## src/rtl/riscv_pkg.sv

```systemverilog
// Shared core-wide constants and types used by the instruction memory arbiter.
package riscv_pkg;

  localparam int XLEN = 32;

  localparam logic [XLEN-1:0] IMEM_BASE = 32'h8000_0000;
  localparam logic [XLEN-1:0] NOP_INSTR = 32'h0000_0013;

  typedef enum logic [1:0] {
    OWN_NONE,
    OWN_FETCH,
    OWN_DBG
  } imem_owner_e;

endpackage

```

## src/rtl/imem_addr_check.sv

```systemverilog
// Decides whether a byte address falls inside the imem window and slices its word address.
module imem_addr_check
  import riscv_pkg::*;
#(
  parameter int MEM_ADDR_W = 11
) (
  input  logic [XLEN-1:0]       addr_i,
  output logic                  in_range_o,
  output logic [MEM_ADDR_W-1:0] word_addr_o
);

  logic unused_lsb;

  assign in_range_o  = (addr_i[XLEN-1:MEM_ADDR_W+2] == IMEM_BASE[XLEN-1:MEM_ADDR_W+2]);
  assign word_addr_o = addr_i[MEM_ADDR_W+1:2];
  // Byte offset within a word never reaches the macro.
  assign unused_lsb  = ^addr_i[1:0];

endmodule

```

## src/rtl/imem_port_arbiter.sv

```systemverilog
// Shares the single-port imem between fetch and debug: fetch has priority, debug gets a slot
// after MAX_FETCH_STREAK consecutive fetch wins, and responses follow one cycle after the grant.
module imem_port_arbiter
  import riscv_pkg::*;
#(
  parameter int MEM_ADDR_W       = 11,
  parameter int MAX_FETCH_STREAK = 8
) (
  input  logic                  clk_i,
  input  logic                  rstn_i,
  input  logic                  f_req_i,
  input  logic [XLEN-1:0]       f_addr_i,
  input  logic                  f_flush_i,
  output logic                  f_gnt_o,
  output logic                  f_rvalid_o,
  output logic [XLEN-1:0]       f_rdata_o,
  output logic                  f_err_o,
  output logic                  stall_fetch_o,
  input  logic                  d_req_i,
  input  logic                  d_we_i,
  input  logic [3:0]            d_be_i,
  input  logic [XLEN-1:0]       d_addr_i,
  input  logic [XLEN-1:0]       d_wdata_i,
  output logic                  d_gnt_o,
  output logic                  d_rvalid_o,
  output logic [XLEN-1:0]       d_rdata_o,
  output logic                  d_err_o,
  output logic                  mem_en_o,
  output logic [3:0]            mem_we_o,
  output logic [MEM_ADDR_W-1:0] mem_addr_o,
  output logic [XLEN-1:0]       mem_wdata_o,
  input  logic [XLEN-1:0]       mem_rdata_i
);

  localparam int STREAK_W = $clog2(MAX_FETCH_STREAK + 1);

  logic                  f_in_range, d_in_range;
  logic [MEM_ADDR_W-1:0] f_word, d_word;

  imem_owner_e           owner_q, owner_d;
  logic                  err_q, err_d;
  logic                  wr_q, wr_d;
  logic [STREAK_W-1:0]   streak_q, streak_d;
  logic                  streak_full;

  imem_addr_check #(.MEM_ADDR_W(MEM_ADDR_W)) u_f_chk (
    .addr_i      (f_addr_i),
    .in_range_o  (f_in_range),
    .word_addr_o (f_word)
  );

  imem_addr_check #(.MEM_ADDR_W(MEM_ADDR_W)) u_d_chk (
    .addr_i      (d_addr_i),
    .in_range_o  (d_in_range),
    .word_addr_o (d_word)
  );

  assign streak_full = (streak_q == STREAK_W'(MAX_FETCH_STREAK));

  always_comb begin
    f_gnt_o     = 1'b0;
    d_gnt_o     = 1'b0;
    mem_en_o    = 1'b0;
    mem_we_o    = '0;
    mem_addr_o  = '0;
    mem_wdata_o = '0;
    owner_d     = OWN_NONE;
    err_d       = 1'b0;
    wr_d        = 1'b0;
    streak_d    = streak_q;

    // Fetch wins unless debug has been kept waiting for a full streak.
    f_gnt_o = f_req_i & ~(d_req_i & streak_full);
    d_gnt_o = d_req_i & ~f_gnt_o;

    if (f_gnt_o) begin
      mem_en_o   = f_in_range;
      mem_addr_o = f_word;
      owner_d    = OWN_FETCH;
      err_d      = ~f_in_range;
    end else if (d_gnt_o) begin
      mem_en_o   = d_in_range;
      mem_addr_o = d_word;
      owner_d    = OWN_DBG;
      err_d      = ~d_in_range;
      wr_d       = d_we_i;
      if (d_in_range && d_we_i) begin
        mem_we_o    = d_be_i;
        mem_wdata_o = d_wdata_i;
      end
    end

    if (!d_req_i || d_gnt_o) begin
      streak_d = '0;
    end else if (f_gnt_o && !streak_full) begin
      streak_d = streak_q + 1'b1;
    end
  end

  always_ff @(posedge clk_i or negedge rstn_i) begin
    if (!rstn_i) begin
      owner_q  <= OWN_NONE;
      err_q    <= 1'b0;
      wr_q     <= 1'b0;
      streak_q <= '0;
    end else begin
      owner_q  <= owner_d;
      err_q    <= err_d;
      wr_q     <= wr_d;
      streak_q <= streak_d;
    end
  end

  assign stall_fetch_o = f_req_i & ~f_gnt_o;

  // A redirect kills only the fetch response landing this cycle; debug is unaffected.
  assign f_rvalid_o = (owner_q == OWN_FETCH) & ~f_flush_i;
  assign f_err_o    = f_rvalid_o & err_q;
  assign f_rdata_o  = !f_rvalid_o ? '0 : (err_q ? NOP_INSTR : mem_rdata_i);

  assign d_rvalid_o = (owner_q == OWN_DBG);
  assign d_err_o    = d_rvalid_o & err_q;
  assign d_rdata_o  = (d_rvalid_o && !err_q && !wr_q) ? mem_rdata_i : '0;

endmodule

```

## config.mk

```make
export PLATFORM = sky130hd
export DESIGN_NAME = imem_port_arbiter
export DESIGN_NICKNAME = d
export VERILOG_FILES = /design/src/rtl/riscv_pkg.sv /design/src/rtl/imem_addr_check.sv /design/src/rtl/imem_port_arbiter.sv
export SDC_FILE = /design/constraint.sdc
export NUM_CORES = 1
export LEC_CHECK = 0
export CAP_MARGIN = 20
export CORE_ASPECT_RATIO = 1.2
export CORE_MARGIN = 10
export CORE_UTILIZATION = 24
export CTS_BUF_LIST = sky130_fd_sc_hd__clkbuf_2
export DETAILED_ROUTE_END_ITERATION = 6
export PLACE_DENSITY = 0.84
export SLEW_MARGIN = 20
export SYNTH_ARGS = -nofsm -noshare
export SYNTH_HDL_FRONTEND = slang
export SYNTH_HIERARCHICAL = 1
export SYNTH_SLANG_ARGS = --single-unit
```

## constraint.sdc

```tcl
create_clock -name clk_i -period 1.9 [get_ports clk_i]
set_clock_uncertainty 0.1 [all_clocks]
set_input_delay 0.19 -clock clk_i [delete_from_list [all_inputs] [get_ports clk_i]]
set_output_delay 0.19 -clock clk_i [all_outputs]
set_load 0.005 [all_outputs]
```

# == Word-level counts from Yosys, hierarchy flattened ==
# Index checks and enable logic that the tools add are counted.
# Widths: inputs -> output; s select.
# classes
addsub,1
n_eq_ne,5
n_mux,21
n_bitwise,12
reduce_logical,10
# ops
op,n
$mux 32,6
$eq 19x19->1 const B,2
$mux 11,2
$mux 4,5
$and 1x1->1,7
$mux 1,6
$not 1->1,5
$add 4x1->4 const B,1
$eq 4x4->1 const B,1
$logic_and 1x1->1,4
$logic_not 1->1,4
$mux 2,2
$eq 2x1->1 const B,1
$eq 2x2->1 const B,1
$reduce_bool 2->1,1
$logic_or 1x1->1,1
# totals
reg_bits,8
word_cells,53

# == Logic depth before layout (Yosys ltp) ==
# Gate-level depths: netlist of the first run.
# logic_depth
depth_word,8
ltp_mapped,7
mapped_depth_nobuf,6

# == Cells and area by module ==
# Netlist of the first run, hierarchy kept.
# modules_own_cells
module,n_inst,cells_each,area_each_um2,seq_area_each_um2
imem_port_arbiter,1,229,1410.1,200.2
imem_addr_check,2,17,135.1,0.0

# == Worst setup path before layout of the first run ==
# No wires, ideal clock.
# synth_timing
path_type,input to output
startpoint,input port d_addr_i[25]
endpoint,output port mem_wdata_o[13]
arrival_ns,1.563
t_required_ns,1.610
setup_slack_ns,0.047
stages,7
path_buffers,2
path_cell_list,nor4_1 > nand4_1 > nor4b_2 > clkbuf_1 > clkbuf_1 > nand2_1 > nor2_1
# synth_via
elab_chain_cells,5
# synth_lines
item,line,source
start: declaration,imem_port_arbiter.sv:22,"input logic [XLEN-1:0] d_addr_i,"
$eq 19x19->1,imem_addr_check.sv:14,assign in_range_o = (addr_i[XLEN-1:MEM_ADDR_W+2] == IMEM_BASE[XLEN-1:MEM_ADDR_W+2]);
via d_in_range,imem_port_arbiter.sv:37,"logic f_in_range, d_in_range;"
$logic_and 1x1->1,imem_port_arbiter.sv:87,if (d_in_range && d_we_i) begin
$mux 32,imem_port_arbiter.sv:87,
$mux 32,imem_port_arbiter.sv:81,end else if (d_gnt_o) begin
$mux 32,imem_port_arbiter.sv:76,if (f_gnt_o) begin
end: declaration,imem_port_arbiter.sv:31,"output logic [XLEN-1:0] mem_wdata_o,"
# The timed path passes the listed nets, and every way through them passes these cells.

# == Worst setup path in the final report of the first run ==
# layout_timing
startpoint,register streak_q[0]
endpoint,output port mem_wdata_o[13]
# layout_via
elab_chain_cells,8
# layout_lines
item,line,source
start: declaration,imem_port_arbiter.sv:43,"logic [STREAK_W-1:0] streak_q, streak_d;"
start signal: assignment,imem_port_arbiter.sv:110,streak_q <= streak_d;
$eq 4x4->1 (*),imem_port_arbiter.sv:58,assign streak_full = (streak_q == STREAK_W'(MAX_FETCH_STREAK));
$and 1x1->1 (*),imem_port_arbiter.sv:73,f_gnt_o = f_req_i & ~(d_req_i & streak_full);
$not 1->1 (*),imem_port_arbiter.sv:73,
$and 1x1->1 (*),imem_port_arbiter.sv:73,
$not 1->1,imem_port_arbiter.sv:74,d_gnt_o = d_req_i & ~f_gnt_o;
$and 1x1->1,imem_port_arbiter.sv:74,
$mux 32,imem_port_arbiter.sv:81,
$mux 32 (*),imem_port_arbiter.sv:76,
# Every way passes the cells marked *; elsewhere a longest branch is shown, timed or not.

==> results of run 1 <==
-- kinds of logic (layout without fill, tap and decap cells) --
kind of cell | count (synthesis) | count (layout) | share of synthesized area, %
AND/OR/NAND/NOR | 160 | 160 | 51.8
XOR/XNOR | 2 | 2 | 1.04
AO/OA/AOI/OAI | 32 | 32 | 13.3
adder cells (fa/ha/maj) | 2 | 2 | 1.49
buffers and inverters | 59 | 346 | 20.5
flip-flops | 8 | 8 | 11.9
-- path summary, 6_finish.rpt --
check,end
max,mem_wdata_o[13]
min,streak_q[1]
max reg2reg,err_q
min reg2reg,streak_q[0]
max in group asynchronous,wr_q
min in group clk_i,streak_q[0]
-- registers in the layout, indices dropped and copies added, names as in the netlist --
signal    flops
owner_q       2
err_q         1
wr_q          1
streak_q      4
-- metal layers --
| metal | up-vias | wire (um) | GRT usage, % |
|---|---|---|---|
| met4 | 0 | 125 | 4.47 |
| li1 | 1395 | - | - |
| met3 | 8 | 1530 | 7.86 |
| met2 | 176 | 6880 | 39.1 |
| met1 | 1346 | 4300 | 20.2 |
| met5 | - | 0 | 0 |
-- critical path: stages, from the launching register on --
cell and delay [ns]:
sky130_fd_sc_hd__dfrtp_1 0.36, sky130_fd_sc_hd__inv_1 0.05, sky130_fd_sc_hd__ha_2 0.18, sky130_fd_sc_hd__and3b_2 0.25, sky130_fd_sc_hd__o211ai_4 0.29, sky130_fd_sc_hd__buf_12 0.16
sky130_fd_sc_hd__clkbuf_16 0.14, sky130_fd_sc_hd__nor2_1 0.05, sky130_fd_sc_hd__buf_2 0.12
-- layout make-up --
| type | count | share of cell area [%] |
|---|---|---|
| Multi-Input combinational cell | 196 | 28.0 |
| Tap cell | 87 | 2.20 |
| Sequential cell | 8 | 4.05 |
| Timing Repair Buffer | 325 | 64.0 |
| Clock buffer | 3 | 0.304 |
| Inverter | 18 | 1.42 |
-- metrics by stage --
step                      util [%]  total power [mW]  instance area, um2
after floorplan                  -             0.314                1680
after global placement        63.3             0.711                4310
after detailed placement      63.3             0.719                4310
after CTS                     69.2             0.844                4720
after global routing          72.6             0.947                4940
final                         72.6             0.890                4940
-- power by group through the flow --
| stage | clock, mW | combinational [mW] | sequential (mW) |
|---|---|---|---|
| floorplan | 0 | 0.128 | 0.185 |
| global placement | 0 | 0.527 | 0.184 |
| detailed placement | 0 | 0.534 | 0.185 |
| CTS | 0.100 | 0.562 | 0.182 |
| global route | 0.112 | 0.652 | 0.183 |
| finish | 0.0955 | 0.613 | 0.182 |
-- cells in the final DEF, fill, tap and decap left out, drive strengths merged --
master,n
nand3,2
xor2,1
a211oi,1
and2,63
nand2,36
dfrtp,8
nand4,2
nor2,39
o21a,3
clkbuf,24
nand3b,1
inv,18
dlymetal6s2s,2
nor4b,2
buf,175
xnor2,1
and3b,1
clkdlybuf4s15,5
nor3b,2
a21o,1
nor4,8
ha,2
and3,1
o21ai,13
clkdlybuf4s50,117
o211ai,13
a21oi,1
and2b,2
nor3,1
dlygate4sd2,5
-- repair_timing --
item                                    CTS  global route
endpoints found under the setup margin  117           112
buffers inserted                         30             9
endpoints found under the hold margin     0             0
resized for setup                       514           153
cloned                                    9             6
pin swaps                                36            20
==> parameters.txt, run 1 <==
Parameter                              Value

Place
  Final weighted congestion of routability-driven global placement ... slightly above 0.8
  Port buffer count ... 252
  Placed wire-length estimate after detailed placement ... between 9000 and 10000 um
  Post-placement setup slack ... -0.866 ns
  Placed Instances ... between 500 and 600

Route
  Mean routed wirelength per cell ... a little over 20 um
  Average vias per placed instance ... 4.59
  Remaining antenna violation count after routing ... 0
  Number of iterations in the first detailed-routing pass ... 4
  Drt drc ... 0
  Vias after detailed routing ... 2925
  Total wire length ... about 13000 um
  Initial drt markers ... 104

Synthesis
  Most instantiated library cell after synthesis ... sky130_fd_sc_hd__and2_1
  Avg Inst Size Synth ... 6.39 um2
  Cell type contributing the most total cell area after synthesis ... sky130_fd_sc_hd__and2_1
  Synth cell count leaders ... sky130_fd_sc_hd__and2_1, sky130_fd_sc_hd__nor2_1, sky130_fd_sc_hd__nand2_1
  Main area contributors after synthesis ... sky130_fd_sc_hd__and2_1, sky130_fd_sc_hd__dfrtp_1, sky130_fd_sc_hd__buf_4
  Syn_nets ... 403
  Cell area after synthesis ... 1680 um2
  Flip-flop cell with the highest count after synthesis ... sky130_fd_sc_hd__dfrtp_1
  Area share of the largest cell type after synthesis ... between 20% and 30%
  Number of distinct library cells after synthesis ... 33
  Synthesis warning total ... 6
  Number of enable-type register cells in the synthesized netlist ... 0
  Number of storage elements in the synthesis netlist ... 8
  Mapped Cells ... roughly 260
  Sequential element share of the synthesized area ... 11.9%
  Ys async rst share ... 100%

STA
  Setup violations, final ... 58
  Setup total negative slack ... -8.18 ns
  Time the worst path needs with I/O delays and setup ... between 2 and 2.5 ns
  Count of endpoints failing hold in the final timing report ... 0
  Slew Limit Fails ... 0
  Final period util ... 112%
  Setup repair after global routing missed its margin ... yes
  Max-slew headroom at the worst pin ... between 70% and 80%
  FMAX ... around 470 MHz
  Transition time at the pin with the least slew margin ... approximately 0.36 ns
  Final Hold Slack ... 0.136 ns
  Setup WS post-layout ... -0.226 ns

GRT
  Largest net degree at the start of global routing ... 28
  Aggregate global-route resource usage ... 20.6%
  Antenna violations before repair ... 0
  Global-route wire length before repair ... 17600 um
  Total congestion overflow after global routing ... 0
  Number of global-route vias before repair ... roughly 3.1k

Setup path
  Crit path arrival time ... roughly 1.8 ns
  Critical Path Sink Type ... output port
  Required time of the critical path ... 1.61 ns
  Worst-path maximum fanout ... 9
  Source of the critical timing path ... streak_q[0]
  Setup CP Type ... register to output port
  Number of cells traversed by the worst register-to-register path ... 8
  Beginning of the worst register-to-register path ... streak_q[0]
  CP startpoint kind ... register
  Minimum setup slack among reg-to-reg paths ... 0.23 ns

Pwr
  Peak supply drop ... 131 uV
  Part of the power in registers ... 20.4%
  Leakage power of the design ... about 2.3 nW
  Part of the power in combinational logic ... 68.8%
  Int Pwr ... between 600 and 700 uW
  Switching part of the total ... 28.6%
  P_sw ... between 200 and 300 uW
  Clock network fraction of total power ... 10.7%
  Power density of the placed cells ... 180 nW/um2

Floorplan
  Horizontal extent of the die ... roughly 96 um
  Die span in y ... roughly 110 um
  Starting utilization of the core area ... 24.7%
  Top Ports ... roughly 260
  Overall die area ... 10800 um2
  Number of placement rows ... 33
  Core area ... approximately 6800 um2

CTS
  H-Tree Depth ... 1
  Count of hold buffers inserted by post-cts repair ... 0
  Clock Pin Slew Worst Setup and Hold Paths ... approximately 0.070 ns
  Total clock sinks ... 8
  CTS Root Buffer Type ... sky130_fd_sc_hd__clkbuf_2
  Maximum clock path buffer count ... 2
  TritonCTS clock tree ... done
  Clock buffers created by TritonCTS ... 3
  Clock latency on the worst-skew pair ... 0.23 ns

Status
  Status ... finished with violations
  Failing checks ... setup timing

Finish
  Final Net Count ... 692
  Share of cells above drive strength 1 ... 50.2%
  Antenna diode count ... 0
  Layout area overhead ... 194%
  Area used by sequential logic in the layout ... ~200 um2
  Post-layout instance count excluding filler cells ... 637
  Multi-input combinational cell area ... approximately 1400 um2
  Fill cell total of the finished layout ... 531

Hold path
  Classification of the worst-slack hold path ... input port to async pin

Run
  Number of max-capacitance violations reported ... 0
(Power assumes the default switching activity.)
==> run 2: changes to the inputs <==
--- a/config.mk
+++ b/config.mk
@@ -5,12 +5,13 @@
 export SDC_FILE = /design/constraint.sdc
 export NUM_CORES = 1
 export LEC_CHECK = 0
-export CAP_MARGIN = 20
+export CAP_MARGIN = 30
 export CORE_ASPECT_RATIO = 1.2
 export CORE_MARGIN = 10
 export CORE_UTILIZATION = 24
 export CTS_BUF_LIST = sky130_fd_sc_hd__clkbuf_2
 export DETAILED_ROUTE_END_ITERATION = 6
+export GPL_TIMING_DRIVEN = 0
 export PLACE_DENSITY = 0.84
 export SLEW_MARGIN = 20
 export SYNTH_ARGS = -nofsm -noshare
==> run 2 against run 1 <==
  * The flow still finishes with violations (setup timing)
  * Die area unchanged
  * Setup slack improved by 0.0091 ns
  * Final area decreased by 4.9%
  * Critical path depth rose by 4
  * Sequential share of layout area grew 0.23 points
  * First-iteration DRC count decreased by 29%
  * Register-to-register slack about the same
  * Critical path type is now input port to output port
==> parameters.txt, run 2 (synthesized netlist as in run 1, its figures left out) <==
Parameter                              Value

Status
  Status ... finished with violations
  Failing checks ... setup timing

Setup path
  Minimum setup slack among reg-to-reg paths ... 0.24 ns
  CP startpoint kind ... input port
  Reg2Reg Capture Point ... err_q
  Setup CP Type ... input port to output port
  Required time of the critical path ... 1.61 ns
  Number of cells traversed by the worst register-to-register path ... 7
  Critical Path Sink Type ... output port
  Crit path arrival time ... between 1.5 and 2 ns
  Beginning of the worst register-to-register path ... streak_q[0]
  Worst-path maximum fanout ... 5

STA
  Final Hold Slack ... around 0.12 ns
  FMAX ... 472 MHz
  Count of endpoints failing hold in the final timing report ... 0
  Setup total negative slack ... -6.58 ns
  Setup repair after global routing missed its margin ... yes
  Slew Limit Fails ... 0
  Setup violations, final ... 60
  Max-slew headroom at the worst pin ... between 70 and 80%
  Final period util ... 111%
  Transition time at the pin with the least slew margin ... 0.413 ns
  Setup WS post-layout ... -0.217 ns
  Time the worst path needs with I/O delays and setup ... 2.12 ns

Finish
  Final instance area ... 4700 um2
  Largest register FFs ... 4
  Top library cells by usage in the layout, fill and taps aside ... sky130_fd_sc_hd__clkdlybuf4s50_1, sky130_fd_sc_hd__buf_6, sky130_fd_sc_hd__buf_2
  Fin util ... 69.1%
  Fill cell total of the finished layout ... 522
  Most common library cell in the layout ignoring fill and taps ... sky130_fd_sc_hd__clkdlybuf4s50_1
  Post-layout instance count excluding filler cells ... 628
  Largest register by flop count ... streak_q
  Registers with the highest flip-flop counts ... streak_q x4, owner_q x2
  Share of cells above drive strength 1 ... 56.5%
  Final Net Count ... 682
  Layout area overhead ... 180%

CTS
  TritonCTS clock tree ... done
  Clock latency on the worst-skew pair ... 0.24 ns
  Count of hold buffers inserted by post-cts repair ... 0
  Total clock sinks ... 8
  Clock Pin Slew Worst Setup and Hold Paths ... ~0.08 ns
  H-Tree Depth ... 1
  Maximum clock path buffer count ... 2
  CTS Root Buffer Type ... sky130_fd_sc_hd__clkbuf_2
  Clock buffers created by TritonCTS ... 3

Route
  Top Metal Used ... met4
  Initial drt markers ... 74
  Vias after detailed routing ... 2894
  Detailed-route wire length on metal 1 ... 4160 um
  Remaining antenna violation count after routing ... 0
  Number of iterations in the first detailed-routing pass ... 4
  Total wire length ... roughly 13000 um
  Length of routed met2 wiring ... 6650 um
  Met3 wire len ... around 1500 um
  Drt drc ... 0
  Average vias per placed instance ... 4.61
  Mean routed wirelength per cell ... 20.0 um

GRT
  Number of global-route vias before repair ... 3133
  Antenna violations before repair ... 0
  Total congestion overflow after global routing ... 0
  Aggregate global-route resource usage ... between 20% and 30%
  Largest net degree at the start of global routing ... 11
  Global-route wire length before repair ... 17400 um

Place
  Final weighted congestion of routability-driven global placement ... 0.832
  Instance area after placement ... a little over 4000 um2
  Placed Instances ... between 500 and 600
  Placed wire-length estimate after detailed placement ... 9740 um
  Post-placement setup slack ... -1.42 ns
  Port buffer count ... 229

Run
  Number of max-capacitance violations reported ... 0

Floorplan
  Starting utilization of the core area ... ~25%
  Core area ... 6810 um2
  Number of placement rows ... 33
  Horizontal extent of the die ... 96.4 um
  Overall die area ... 10800 um2
  Die span in y ... 112 um
  Top Ports ... approximately 260

Hold path
  Classification of the worst-slack hold path ... input port to async pin

Pwr
  Peak supply drop ... 152 uV
  Power, Total ... 874 uW
  Leakage power of the design ... around 2.3 nW
  Power density of the placed cells ... 186 nW/um2
## run 2: cell types whose count changed in the layout (fill, tap and decap cells not counted), sizes merged
cell           delta
clkdlybuf4s50    -24
buf              +14
clkbuf            -3
clkdlybuf4s15     +2
dlymetal6s2s      +2
diode             +1
dlygate4sd2       -1
## run 2: layer usage
metal  vias up  global-route usage (%)
met4         0                    4.66
met2       193                    39.1
met1      1316                    19.4
met3        14                    7.46
met5         -                       0
li1       1371                       -
## run 2: worst max-delay path by stage
stage	startpoint	end	slack, ns	depth (start not counted)
final	d_addr_i[24]	mem_wdata_o[27]	-0.22	12
after global routing	d_addr_i[14]	mem_wdata_o[27]	-0.32	12
after detailed placement	d_addr_i[17]	mem_wdata_o[30]	-1.42	9
after CTS	d_addr_i[24]	mem_wdata_o[26]	-0.30	12
after global placement	d_addr_i[14]	mem_wdata_o[28]	-1.30	9
after floorplan	d_addr_i[25]	mem_wdata_o[13]	0.05	7
## run 2: power by group
| group | switching (mW) | total (mW) | internal, mW | leakage, nW |
|---|---|---|---|---|
| Combinational | 0.203 | 0.586 | 0.383 | 2.18 |
| Sequential | 0.00689 | 0.184 | 0.177 | 0.103 |
| Clock | 0.0617 | 0.105 | 0.0431 | 0.0125 |
| Total | 0.271 | 0.874 | 0.602 | 2.30 |
## run 2: cell type report
cell class	count	area, um2	area share (%)
buffer	36	335	7.13
multi-input combinational	196	1480	31.5
antenna	1	2.50	0.0532
timing repair buffer	279	2490	52.9
tap	87	109	2.31
clock buffer	3	15.0	0.319
inverter	18	70.1	1.49
sequential	8	201	4.28
## run 2: critical path: stages
cell,delay [ns]
sky130_fd_sc_hd__buf_6,0.10
sky130_fd_sc_hd__nor4_4,0.27
sky130_fd_sc_hd__nand4_1,0.19
sky130_fd_sc_hd__nor4b_4,0.24
sky130_fd_sc_hd__buf_4,0.17
sky130_fd_sc_hd__buf_8,0.09
sky130_fd_sc_hd__buf_6,0.09
sky130_fd_sc_hd__buf_6,0.10
sky130_fd_sc_hd__buf_8,0.11
sky130_fd_sc_hd__nand2_4,0.04
sky130_fd_sc_hd__nor2_2,0.10
sky130_fd_sc_hd__buf_2,0.13
## run 2: repair_timing
action,in CTS,in global routing
pin swaps,34,35
endpoints found under the setup margin,116,115
buffers inserted,38,15
cloned,10,1
resized for setup,589,147
